`src/rtl/modn_counter.sv`:
```
// modn_counter: modulo-MODULUS time-digit counter for the clock datapath.
// Advances on a one-cycle tick strobe. It also provides up/down manual adjust
// with press-and-hold auto-repeat, a synchronous load, a one-cycle carry pulse
// on wrap, and BCD digit outputs for the display driver.
//
// Ports:
//   clk        system clock, rising edge
//   clear_n    synchronous active-low reset
//   tick       count strobe, one cycle wide
//   keep       freeze: blocks tick and adjust steps (load still applies)
//   adjust     adjust mode: ticks ignored, button steps accepted
//   adj_btn    adjust button level (debounced, synchronised)
//   adj_down   adjust direction, 1 = decrement
//   load       synchronous load strobe
//   load_value value to load (out-of-range values load 0)
//   value      current count, registered
//   carry      registered one-cycle wrap pulse, aligned with value reading 0
//   zero       value == 0
//   tens/ones  BCD digits of value
module modn_counter #(
  parameter int unsigned MODULUS       = 60,
  parameter int unsigned WIDTH         = 6,
  parameter int unsigned HOLD_CYCLES   = 500,
  parameter int unsigned REPEAT_CYCLES = 100
) (
  input  logic             clk,
  input  logic             clear_n,
  input  logic             tick,
  input  logic             keep,
  input  logic             adjust,
  input  logic             adj_btn,
  input  logic             adj_down,
  input  logic             load,
  input  logic [WIDTH-1:0] load_value,
  output logic [WIDTH-1:0] value,
  output logic             carry,
  output logic             zero,
  output logic [3:0]       tens,
  output logic [3:0]       ones
);

  localparam int unsigned MAX_CYC = (HOLD_CYCLES > REPEAT_CYCLES) ? HOLD_CYCLES : REPEAT_CYCLES;
  localparam int unsigned TW      = (MAX_CYC > 1) ? $clog2(MAX_CYC) : 1;

  localparam logic [TW-1:0]    HOLD_LAST = TW'(HOLD_CYCLES - 1);
  localparam logic [TW-1:0]    REP_LAST  = TW'(REPEAT_CYCLES - 1);
  localparam logic [WIDTH-1:0] LAST      = WIDTH'(MODULUS - 1);
  localparam logic [WIDTH:0]   MOD_EXT   = (WIDTH + 1)'(MODULUS);

  typedef enum logic [1:0] {
    IDLE   = 2'd0,
    HOLD   = 2'd1,
    REPEAT = 2'd2
  } state_t;

  state_t          state;
  state_t          state_next;
  logic [TW-1:0]   timer;
  logic [TW-1:0]   timer_next;
  logic            btn_hist;
  logic            step;
  logic [WIDTH-1:0] inc_value;
  logic [WIDTH-1:0] dec_value;
  logic            load_ok;

  assign inc_value = (value == LAST) ? '0 : value + 1'b1;
  assign dec_value = (value == '0) ? LAST : value - 1'b1;
  assign load_ok   = ({1'b0, load_value} < MOD_EXT);

  // Adjust sequencer next-state and step decision. Leaving adjust mode
  // parks the sequencer in IDLE with a cleared timer.
  always_comb begin
    state_next = state;
    timer_next = timer;
    step       = 1'b0;
    if (!adjust) begin
      state_next = IDLE;
      timer_next = '0;
    end else begin
      case (state)
        IDLE: begin
          if (adj_btn && !btn_hist) begin
            step       = 1'b1;
            timer_next = '0;
            state_next = HOLD;
          end
        end
        HOLD: begin
          if (!adj_btn) begin
            state_next = IDLE;
            timer_next = '0;
          end else if (timer == HOLD_LAST) begin
            step       = 1'b1;
            timer_next = '0;
            state_next = REPEAT;
          end else begin
            timer_next = timer + 1'b1;
          end
        end
        REPEAT: begin
          if (!adj_btn) begin
            state_next = IDLE;
            timer_next = '0;
          end else if (timer == REP_LAST) begin
            step       = 1'b1;
            timer_next = '0;
          end else begin
            timer_next = timer + 1'b1;
          end
        end
        default: begin
          state_next = IDLE;
          timer_next = '0;
        end
      endcase
    end
  end

  // The sequencer always advances; keep/load only suppress the value change.
  // btn_hist resets to 1 so a button held through reset must be re-pressed.
  always_ff @(posedge clk) begin
    if (!clear_n) begin
      value    <= '0;
      carry    <= 1'b0;
      state    <= IDLE;
      timer    <= '0;
      btn_hist <= 1'b1;
    end else begin
      state    <= state_next;
      timer    <= timer_next;
      btn_hist <= adj_btn;
      carry    <= 1'b0;
      if (load) begin
        value <= load_ok ? load_value : '0;
      end else if (step && !keep) begin
        value <= adj_down ? dec_value : inc_value;
      end else if (tick && !adjust && !keep) begin
        value <= inc_value;
        carry <= (value == LAST);
      end
    end
  end

  logic [31:0] value_ext;

  always_comb begin
    value_ext = 32'(value);
    zero      = (value == '0);
    tens      = 4'(value_ext / 32'd10);
    ones      = 4'(value_ext % 32'd10);
  end

endmodule

```
`config.mk`:
```
export PLATFORM = sky130hd
export DESIGN_NAME = modn_counter
export DESIGN_NICKNAME = d
export VERILOG_FILES = /design/src/rtl/modn_counter.sv
export SDC_FILE = /design/constraint.sdc
export NUM_CORES = 1
export LEC_CHECK = 0
export ABC_CLOCK_PERIOD_IN_PS = 3800
export BUFFER_PORTS_ARGS = -buffer_cell sky130_fd_sc_hd__buf_2
export CORE_ASPECT_RATIO = 2
export CORE_MARGIN = 2
export CORE_UTILIZATION = 50
export CTS_CLUSTER_DIAMETER = 100
export DETAILED_ROUTE_END_ITERATION = 12
export PLACE_DENSITY_LB_ADDON = 0.12
export SLEW_MARGIN = 20
export SYNTH_ARGS = -nofsm -noshare
export SYNTH_HDL_FRONTEND = slang
export SYNTH_SLANG_ARGS = --single-unit
```
`constraint.sdc`:
```
create_clock -name clk -period 3.8 [get_ports clk]
set_input_delay 0.57 -clock clk [delete_from_list [all_inputs] [get_ports clk]]
set_output_delay 0.57 -clock clk [all_outputs]
set_load 0.01 [all_outputs]
```
# Word level (Yosys, flattened, before mapping)
# Index checks and enable logic that the tools add are counted.
[word_totals]
elab_cells = 59
in_bits = 14
ff_bits = 19
output_inout_bits = 16
[op_classes]
bitwise_logic = 2
n_lt_le_gt_ge = 1
n_reduce_logical = 13
eq_ne = 8
div = 2
n_addsub = 3
muxes = 25
[ops]
columns = ["operator", "n"]
rows = [
  ["$mux 9", 5],
  ["$mux 6", 7],
  ["$div 6x4->32 const B", 1],
  ["$mod 6x4->32 const B", 1],
  ["$pmux 9 s3", 1],
  ["$add 9x1->9 const B", 1],
  ["$eq 9x7->1 const B", 1],
  ["$eq 9x9->1 const B", 1],
  ["$mux 2", 4],
  ["$add 6x1->6 const B", 1],
  ["$eq 6x6->1 const B", 1],
  ["$logic_not 6->1", 1],
  ["$lt 6x6->1 const B", 1],
  ["$mux 1", 6],
  ["$pmux 2 s3", 1],
  ["$sub 6x1->6 const B", 1],
  ["$logic_and 1x1->1", 4],
  ["$ne 2x2->1 const B", 2],
  ["$reduce_or 4->1", 1],
  ["$logic_not 1->1", 3],
  ["$ne 3x3->1 const B", 1],
  ["$pmux 1 s3", 1],
  ["$reduce_and 3->1", 1],
  ["$reduce_bool 3->1", 1],
  ["other kinds (5)", 6],
]

# Depth between registers and ports, before layout
# Gate-level depths: netlist of the first run.
[logic_depth]
word_depth = 8
ltp_mapped = 11
depth_no_buf = 11

# Least setup slack after synthesis of the first run
# OpenSTA, ideal clock, no wires.
[synth_timing]
path_type = "register to output"
from = "reg value[3]"
to = "out ones[3]"
setup_slack_ns = 0.785
arrival_time_ns = 2.445
path_buffers = 0
path_stages_with_launch = 12
t_required_ns = 3.230
path_cell_list = "dfxtp_1 -> nor2_1 -> inv_1 -> ha_1 -> nor2b_1 -> a211o_1 -> o21ai_0 -> o21ai_0 -> inv_1 -> ha_1 -> or3_1 -> o21ai_0"
[synth_via]
elab_chain_cells = 1
[synth_lines]
columns = ["item", "line", "text"]
rows = [
  ["start: declaration", "35", "output logic [WIDTH-1:0] value,"],
  ["start signal: assignment", "134", "value <= load_ok ? load_value : '0;"],
  ["start signal: assignment", "136", "value <= adj_down ? dec_value : inc_value;"],
  ["start signal: assignment", "138", "value <= inc_value;"],
  ["$mod 6x4->32", "150", "ones = 4'(value_ext % 32'd10);"],
  ["end: declaration", "39", "output logic [3:0] ones"],
]
# Every way passes these cells.

# Worst setup path after layout of the first run
[layout_timing]
from = "reg value[4]"
to = "out ones[3]"
# Same word-level chain as after synthesis.

==> summary.md, run 1 <==
| Metric | Value |
|---|---|
| Status | finished clean |
| FF+latch count, synth | 19 |
| DP Wirelength | 3.24 mm |
| Sequential power share | 0.400 |
| Synth Net Count | 232 |
| Setup-failing EPs final | 0 |
| Starting density of the core | 0.525 |
| Critical path class | register to output pin |
| Sw frac | 0.344 |
| Minimum clock period | around 3.3 ns |
| Total gr overflow | 0 |
| Layout cells sized above 1 | 0.191 |
| Commonest cells in the netlist | nor2_1, dfxtp_1, nand2_1 |
| # fillers | 291 |
| Net Sw Power | 188 uW |
| Layout Utilization | 0.594 |
| GP Congestion | just under 0.9 |
| Synth Cell Area | 1560 um^2 |
| Number of nets still failing antenna checks after routing | 0 |
| Critical Path RT | around 3.2 ns |
| Power Internal | 357 uW |
| Area share of the largest cell type after synthesis | 0.243 |
| Final TNS setup | 0 ns |
| Synth warn | 0 |
| Clock Path Buffers | 2 |
| FMAX | between 0.3 and 0.4 GHz |
| Worst Path Arrival | 2.76 ns |
| Combinational Power Share | 0.343 |
| # IOs | 30 |
| HP Class | register to register |
| Initial DRC count | 60 |
| Initial antenna violation count | 0 |
| Row count | 28 |
| Overall routing resource usage | 0.237 |
| Die Width | roughly 44 um |
| Root buffer cell | clkbuf_8 |
| Post-DP Area | ~1700 um^2 |
| Final Net Count | 261 |
| Die Area | 3620 um^2 |
| Clock sink total | 19 |
| FFs w/ async S/R, synth | 0 |
| Final Max Slew Viols | 0 |
| Area grow syn2layout | 13.1% |
| Final hold vios | 0 |
| Postcts setup bufs | 0 |
| DRC | 0 |
| CP Max Fanout | 4 |
| CP startpoint kind | register |
| Setup ws final | 0.469 ns |
| Place WS | between 0.7 and 0.8 ns |
| Clock Skews | 0.00227 ns |
| First-pass GRT wire length | 6.98 mm |
| Vias in the first global route | 1,598 |
| Synth area leader | dfxtp_1 |
| Post-CTS resize count | 0 |
| Peak VDD IR | about 0.32 mV |
| EDFF count, synth | 0 |
| Htree depth | 1 |
| Reg clk slew, reported paths | 0.07 ns |
| Avg WL per Cell | 15.1 um |
| Max Cap Viol | 0 |
| Worst-Skew Late Latency | around 0.25 ns |
| P_leak | 0.000765 uW |
| Synth Instances | 207 |
| Relative slew slack | 0.557 |
| Synth cell types | 54 |
| Routed WL | about 4.0 mm |
| Syn Area/Cell | ~7.6 um^2 |
| Final instance area | 1770 um^2 |
| Pin count of the biggest net entering global routing | 18 |
| Hold_buf cts | 0 |
| Die height | 83.1 um |
| Final period util | 0.877 |
| RSZ-0062 raised after global routing | false |
| IO Port Bufs | 28 |
| Worst Tran Pin Value | 0.660 ns |
| Detailed Routing Iterations Pass 1 | 5 |
| Core Region | 2980 um^2 |
| TritonCTS buffer count | 3 |
| Pwr Density | between 300 and 400 nW/um^2 |
| Vias per cell | 6.18 |
| Synth area leaders | dfxtp_1, ha_1, nor2_1, o21ai_0, a21oi_1 |
| Endpoint class of the critical path | output pin |
| Reg-to-reg setup timing slack | ~1.3 ns |
| Count leader, synth | nor2_1 |
| TritonCTS clock tree | yes |
| Vias | approximately 1.6k |
| Ys flop type | dfxtp_1 |
| Sequential area share after synthesis | 0.243 |
| Clock share of power | 0.258 |
| # diodes | 0 |
==> kinds of logic (layout without fill, tap and decap cells) <==
family                   count (synthesis)  after routing  share of synthesized area
AND/OR/NAND/NOR                         75             75                      0.233
AO/OA/AOI/OAI                           64             64                      0.278
buffers and inverters                   21             49                     0.0616
flip-flops                              19             19                      0.243
adder cells (fa/ha/maj)                 12             12                     0.0944
XOR/XNOR                                11             11                     0.0616
multiplexers                             4              4                     0.0264
other                                    1              1                    0.00240
==> sequential cells by signal, summed over array words and instances (netlist names) <==
register  flops
btn_hist      1
carry         1
state         2
timer         9
value         6
==> cell usage in the layout, fill, tap and decap left out, types with 4 or more instances in the layout <==
cell type | Yosys | routed
buf_2 | 2 | 28
nor2_1 | 23 | 23
nand2_1 | 19 | 19
dfxtp_1 | 19 | 19
o21ai_0 | 16 | 16
a21oi_1 | 15 | 15
inv_1 | 13 | 13
ha_1 | 11 | 11
nand3_1 | 10 | 10
xnor2_1 | 6 | 6
nor3_1 | 5 | 5
xor2_1 | 5 | 5
a21o_1 | 4 | 4
nand2b_1 | 4 | 4
a31oi_1 | 4 | 4
buf_4 | 2 | 4
==> path summary, 6_finish.rpt <==
| check | endpoint | cells after the start | startpoint |
|---|---|---|---|
| worst min register to register | timer[1] | 2 | timer[1] |
| worst max register to register | value[2] | 8 | state[0] |
| worst min-delay path | timer[1] | 2 | timer[1] |
| worst max-delay path | ones[3] | 12 | value[4] |
==> worst max-delay path: stages (launching register included) <==
cell and delay, ns:
dfxtp_1 0.31, nor2_1 0.13, inv_1 0.07, ha_1 0.30, nor2b_1 0.26, a211o_1 0.18
o21ai_0 0.06, o21ai_0 0.29, inv_1 0.13, ha_1 0.21, or3_1 0.35, o21ai_0 0.07
buf_2 0.15
==> layer usage <==
layer | GRT usage | wire length, um
met5 | 0 | 0
met4 | 0.0606 | 66
met1 | 0.242 | 1390
met3 | 0.0174 | 119
met2 | 0.471 | 2410
==> layout make-up <==
cell class | count | area [um^2] | area share
multi-input combinational | 167 | 1090 | 0.615
timing repair buffer | 32 | 170 | 0.0962
tap | 30 | 37.5 | 0.0212
inverter | 13 | 48.8 | 0.0276
clock buffer | 4 | 45.0 | 0.0255
sequential | 19 | 380 | 0.215
==> metrics by stage <==
stage | hold WS, ns | std cells | total power (uW)
after floorplan | 0.476 | 207 | 346
after global placement | 0.486 | 261 | 402
after detailed placement | 0.507 | 261 | 408
after CTS | 0.516 | 265 | 546
after global routing | 0.537 | 265 | 579
final | 0.510 | 265 | 545
==> power by group through the flow <==
stage	logic (uW)	clock network, uW	registers, uW
floorplan	124	0	222
finish	187	140	218
detailed placement	186	0	222
CTS	187	142	217
global route	210	149	219
global placement	180	0	222
(Power assumes the default switching activity.)
==> run 2, diff against run 1 <==
- ABC_CLOCK_PERIOD_IN_PS: 3800 -> 3100
- CAP_MARGIN: default -> 10
- clock period: 3.8 -> 3.1 ns (I/O delays scaled with it)
==> run 2 against run 1 <==
Cell count increased by 1.5%. Total power is 26% higher. Sequential power is 22% higher. Largest power group unchanged. Highest routed layer unchanged.
==> summary.md, run 2 (synthesis results as in run 1) <==
| Metric | Value |
|---|---|
| Setup-failing EPs final | 0 (unchanged) |
| Regs by FF count | timer x9, value x6, state x2 |
| Max Cap Viol | 0 (unchanged) |
| Worst-Skew Late Latency | 0.26 ns (about the same) |
| Final hold vios | 0 (unchanged) |
| Setup ws final | 0.182 ns (-0.286 ns) |
| Htree depth | 1 (unchanged) |
| Core Region | 2980 um^2 (unchanged) |
| Worst Tran Pin Value | 0.621 ns (-0.0395 ns) |
| Worst reg2reg path startpoint | state[0] |
| Die height | 83.1 um (unchanged) |
| Hold slack | 0.452 ns (-0.0587 ns) |
| IO Port Bufs | 28 (unchanged) |
| Status | finished clean |
| Area grow syn2layout | 17.2% |
| Final Max Slew Viols | 0 (unchanged) |
| Crit path to | ones[3] |
| Worst-path cell chain | nor2_2, inv_1, ha_4, nand3b_1, o2bb2ai_2, a21oi_1, o21ai_1, inv_1, ha_1, or3_1, o21ai_0, buf_2 |
| Clock Path Buffers | 2 (unchanged) |
| Most common cell after layout, fill and taps aside | buf_2 |
| FMAX | 0.343 GHz |
| First-pass GRT wire length | 6.96 mm (-0.29%) |
| CP startpoint kind | register |
| # fillers | 275 (-5.5%) |
| Critical path's largest stage delay | 0.35 ns (about the same) |
| Pwr Density | 375 nW/um^2 (+22%) |
| Root buffer cell | clkbuf_8 |
| Clock sink total | 19 (unchanged) |
| TritonCTS buffer count | 3 (unchanged) |
| TritonCTS clock tree | yes |
| # IOs | 30 (unchanged) |
| Die Area | 3620 um^2 (unchanged) |
| Non-filler cells, final | 269 (+1.5%) |
| Minimum clock period | 2.92 ns |
| Die Width | 43.5 um (unchanged) |
| Overall routing resource usage | 0.236 (-0.000421) |
| Endpoint class of the critical path | output pin |
| Reg clk slew, reported paths | 0.08 ns (about the same) |
| Worst Path Arrival | 2.45 ns (-0.31 ns) |
| Initial antenna violation count | 0 (unchanged) |
| Avg WL per Cell | 14.7 um (-2.5%) |
| Total gr overflow | 0 (unchanged) |
| Pin count of the biggest net entering global routing | 18 (unchanged) |
| Most frequent cells in the layout | buf_2, nor2_1, nand2_1, dfxtp_1 |
| GP Congestion | 0.814 (-8.7%) |
| # diodes | 0 (unchanged) |
| Max reg flops | 9 (unchanged) |
| Routed WL | 3.95 mm (-0.98%) |
| Top reg by flops | timer |
| Vias per cell | 6.16 (-0.34%) |
| Relative slew slack | 0.583 (+0.0265) |
| Row count | 28 (unchanged) |
| Initial DRC count | 54 (-10%) |
| Number of nets still failing antenna checks after routing | 0 (unchanged) |
| Peak VDD IR | 0.381 mV (+19%) |
| DP Wirelength | 3.10 mm (-4.3%) |
| Crit path launch | value[4] |
| DRC | 0 (unchanged) |
| R2r endpoint | value[2] |
| Vias | 1,658 (+1.2%) |
| Slowest cell on crit path | or3_1 |
| Vias in the first global route | 1,707 (+6.8%) |
| Place WS | 0.237 ns (-0.514 ns) |
| Clock Skews | 0.00986 ns (+0.00759 ns) |
| Reg2reg path depth | 8 (unchanged) |
| Reg-to-reg setup timing slack | 0.64 ns (-0.70 ns) |
| Placed Cells | 263 (+0.77%) |
| P_leak | 0.000788 uW (+3.0%) |
| Critical Path RT | 2.63 ns (-0.60 ns) |
| Starting density of the core | 0.525 (unchanged) |
| Detailed Routing Iterations Pass 1 | 4 (-1) |
| HP Class | input pin to register |
| Final period util | 0.941 |
| CP dominant cell by count | inv_1 |
| Final Net Count | 265 (+1.5%) |
| Layout cells sized above 1 | 0.226 (+0.0345) |
| Critical path class | register to output pin |
| CP Max Fanout | 3 (-1) |
run 2: timing repair:
action / CTS / global route
hold buffers: 0 / 0
pin swaps: 0 / 1
gates resized for setup: 1 / 6
setup endpoints to repair: 1 / 2
buffers inserted: 0 / 2
run 2: worst min path at each step:
stage,startpoint,to,slack (ns),cells after the start
floorplan,timer[1],timer[1],0.48,2
global placement,timer[1],timer[1],0.49,2
detailed placement,timer[1],timer[1],0.51,2
CTS,tick,carry,0.46,3
global route,tick,carry,0.45,3
finish,tick,carry,0.45,3
run 2: layer usage:
layer,wire length [um],global-route usage
met1,1350,0.227
met2,2320,0.453
met3,171,0.0348
met4,107,0.102
met5,0,0
run 2: final cells by class:
cell class / instances / area (um^2) / area share
Tap cell: 30 / 37.5 / 0.0205
Clock buffer: 4 / 45.0 / 0.0246
Sequential cell: 19 / 380 / 0.208
Inverter: 13 / 48.8 / 0.0266
Multi-Input combinational cell: 167 / 1120 / 0.612
Timing Repair Buffer: 36 / 200 / 0.109
run 2: critical path: cells and delay by family (launching register included):
kind,cells,cell delay (ns)
AOI/OAI and AO/OA,4,0.40
adders and majority gates,2,0.43
buffers and inverters,3,0.36
DFF,1,0.32
and+or+nand+nor,3,0.69
run 2: power breakdown:
part	internal, uW	switching [uW]	total (uW)	leakage, uW
Combinational	107	144	251	0.000610
Sequential	253	12.3	265	0.000155
Clock	91.3	80.6	172	0.0000228
run 2: stage by stage:
step	total power [uW]	setup TNS [ns]	util	area (um^2)
CTS	671	0	0.599	1780
global route	731	-0.00813	0.616	1830
global placement	495	0	0.584	1740
detailed placement	502	0	0.584	1740
floorplan	424	0	-	1560
finish	688	0	0.616	1830
==> run 3, diff against run 2 <==
- ABC_AREA: default -> 1
- CELL_PAD_IN_SITES_DETAIL_PLACEMENT: default -> 1
- CELL_PAD_IN_SITES_GLOBAL_PLACEMENT: default -> 1
- CORE_UTILIZATION: 50 -> 39
- REMOVE_ABC_BUFFERS: default -> 1
==> run 3 against run 2 <==
Clock skew fell by 0.0065 ns. Non-clock buffer count shrank 6. Critical path depth increased by 1. First-iteration DRC count down 65%. Fmax increased by 1.3%. Die area rose by 46%. Clock power grew 3%. Sequential cell count is the same. Worst setup slack better by 0.038 ns. Sequential power grew 2%. Global-route usage decreased by 1.1 points. Synthesized area increased by 17%.
==> summary.md, run 3 <==
| Metric | Value |
|---|---|
| DR top layer | met4 |
| Vias in the first global route | 2,027 (+19%) |
| Synth cell types | 41 (-24%) |
| CP Max Fanout | 10 (+7) |
| Initial DRC count | 19 (-65%) |
| # IOs | 30 (unchanged) |
| Setup-failing EPs final | 0 (unchanged) |
| Overall routing resource usage | 0.225 (-0.0110) |
| Count leader, synth | nand2_1 |
| Area grow syn2layout | 11.5% |
| Max Cap Viol | 0 (unchanged) |
| Regs by FF count | timer x9, value x6, state x2 |
| Root buffer cell | clkbuf_8 |
| Final hold vios | 0 (unchanged) |
| Synth area leader | dfxtp_1 |
| Die Area | 5280 um^2 (+46%) |
| Number of nets still failing antenna checks after routing | 0 (unchanged) |
| TritonCTS clock tree | yes |
| # fillers | 672 (+140%) |
| Htree depth | 1 (unchanged) |
| Endpoint class of the critical path | output pin |
| Final period util | 0.929 (-0.0124) |
| Register Area | 380 um^2 (unchanged) |
| EDFF count, synth | 0 (unchanged) |
| HP Class | input pin to register |
| DR WL met3 | 93 um (-46%) |
| Die height | 101 um (+21%) |
| DRC | 0 (unchanged) |
| Final Net Count | 347 (+31%) |
| Postcts setup bufs | 0 (unchanged) |
| Non-filler cells, final | 376 (+40%) |
| Final Max Slew Viols | 0 (unchanged) |
| Synth Cell Area | 1830 um^2 (+17%) |
| Synth warn | 0 (unchanged) |
| FFs w/ async S/R, synth | 0 (unchanged) |
| Multi-input logic area | 1240 um^2 (+11%) |
| Clock Skews | 0.00334 ns (-0.00651 ns) |
| DP Wirelength | 4.57 mm (+47%) |
| Most frequent cells in the layout | nand2_1, inv_1, nand3_1 |
| Max reg flops | 9 (unchanged) |
| Detailed Routing Iterations Pass 1 | 4 (unchanged) |
| Final TNS setup | 0 ns (unchanged) |
| RSZ-0062 raised after global routing | false |
| Commonest cells in the netlist | nand2_1, inv_1, nand3_1 |
| Placed Cells | 372 (+41%) |
| FF+latch count, synth | 19 (unchanged) |
| Initial antenna violation count | 0 (unchanged) |
| Die Width | 52.4 um (+20%) |
| Most common cell after layout, fill and taps aside | nand2_1 |
| Hold_buf cts | 0 (unchanged) |
| IO Port Bufs | 28 (unchanged) |
| P_leak | 0.00106 uW (+35%) |
| Met2 WL post-DR | 3.27 mm (+41%) |
| Synth area leaders | dfxtp_1, nand2_1, nand3_1, ha_1, inv_1 |
| GP Congestion | 0.857 (+5.3%) |
| Area share of the largest cell type after synthesis | 0.208 (-0.0351) |
| First-pass GRT wire length | 9.05 mm (+30%) |
| Met1 wire length | 1.83 mm (+36%) |
| Critical Path RT | 2.63 ns (about the same) |
| Vias | 1,945 (+17%) |
| Starting density of the core | 0.401 (-0.124) |
| TritonCTS buffer count | 3 (unchanged) |
| Worst Path Arrival | 2.41 ns (-0.04 ns) |
| Pwr Density | 386 nW/um^2 (+2.8%) |
| Clock Path Buffers | 2 (unchanged) |
| Synth Instances | 296 (+43%) |
| Vias per cell | 5.17 (-16%) |
| Syn Area/Cell | 6.18 um^2 (-18%) |
| Layout cells sized above 1 | 0.196 (-0.0297) |
| CP startpoint kind | register |
| Total gr overflow | 0 (unchanged) |
| Routed WL | 5.35 mm (+36%) |
| Clock sink total | 19 (unchanged) |
| Pin count of the biggest net entering global routing | 16 (-2) |
| Minimum clock period | 2.88 ns (-0.0383 ns) |
| Top reg by flops | timer |
| Ys flop type | dfxtp_1 |
| Reg clk slew, reported paths | 0.08 ns (about the same) |
| Worst Tran Pin Value | 0.530 ns (-0.0911 ns) |
| FMAX | 0.347 GHz (+1.3%) |
| # diodes | 0 (unchanged) |
| Peak VDD IR | 0.294 mV (-23%) |
| Critical path class | register to output pin |
| Row count | 35 (+25%) |
| Relative slew slack | 0.644 (+0.0602) |
| Avg WL per Cell | 14.2 um (-3.0%) |
| Core Region | 4550 um^2 (+53%) |
| Sequential area share after synthesis | 0.208 (-0.0351) |
| Post-CTS resize count | 0 (-1) |
| Status | finished clean |
| Worst-Skew Late Latency | 0.25 ns (about the same) |
==> run 3: cell types whose count changed after synthesis, moves of 4 or more <==
cell / delta
nand4_1: +8
nand2b_1: -4
o21ai_0: -10
inv_1: +19
xnor2_1: -4
nand3_1: +20
inv_2: +4
nand2_1: +72
nand2_2: +9
a21oi_1: -4
a21o_1: -4
==> run 3: cell type report <==
| type | instances | area share |
|---|---|---|
| Multi-Input combinational cell | 230 | 0.610 |
| Sequential cell | 19 | 0.187 |
| Timing Repair Buffer | 30 | 0.0761 |
| Inverter | 38 | 0.0712 |
| Tap cell | 55 | 0.0338 |
| Clock buffer | 4 | 0.0221 |
==> run 3: final timing paths <==
path | start | to | slack, ns | depth (start not counted)
hold / removal | tick | carry | 0.47 | 3
hold reg to reg | timer[1] | timer[1] | 0.49 | 2
setup reg to reg | state[0] | value[1] | 1.01 | 11
setup / recovery | value[5] | ones[3] | 0.22 | 13
==> run 3: routing by layer <==
layer	track usage	vias up
met5	0	-
met4	0.0907	0
met3	0.0163	9
met2	0.462	22
met1	0.210	915
li1	-	999
==> run 3: cells by family (layout without fill, tap and decap cells) <==
group                    after synthesis  in the layout  share of synthesized area
AO/OA/AOI/OAI                         32             32                      0.118
XOR/XNOR                               5              5                     0.0240
adder cells (fa/ha/maj)               11             11                     0.0753
buffers and inverters                 47             72                      0.112
flip-flops                            19             19                      0.208
other                                  1              1                    0.00205
AND/OR/NAND/NOR                      181            181                      0.461
==> run 3: worst max-delay path: stages, from the launching register on <==
cell	delay, ns
dfxtp_1	0.52
ha_1	0.29
o21ai_1	0.20
o21ai_2	0.11
inv_1	0.16
nand3_2	0.10
nand2_1	0.10
inv_1	0.05
ha_1	0.19
nand3b_1	0.16
nand2_1	0.08
nand2_1	0.05
nand2_1	0.05
buf_2	0.12
==> run 3: report_power, final <==
group	switching, uW	leakage (uW)	internal (uW)
Sequential	16.8	0.000155	254
Combinational	217	0.000886	123
Clock	85.6	0.0000228	91.4
Total	319	0.00106	468
==> run 3: through the flow <==
step	setup slack [ns]	total power, uW	area [um^2]	hold WS, ns	util
after floorplan	0.539	509	1770	0.457	-
after global placement	0.563	612	1990	0.474	0.438
after detailed placement	0.497	619	1990	0.480	0.438
after CTS	0.209	803	2040	0.467	0.448
after global routing	0.0129	855	2040	0.474	0.448
final	0.221	787	2040	0.474	0.448
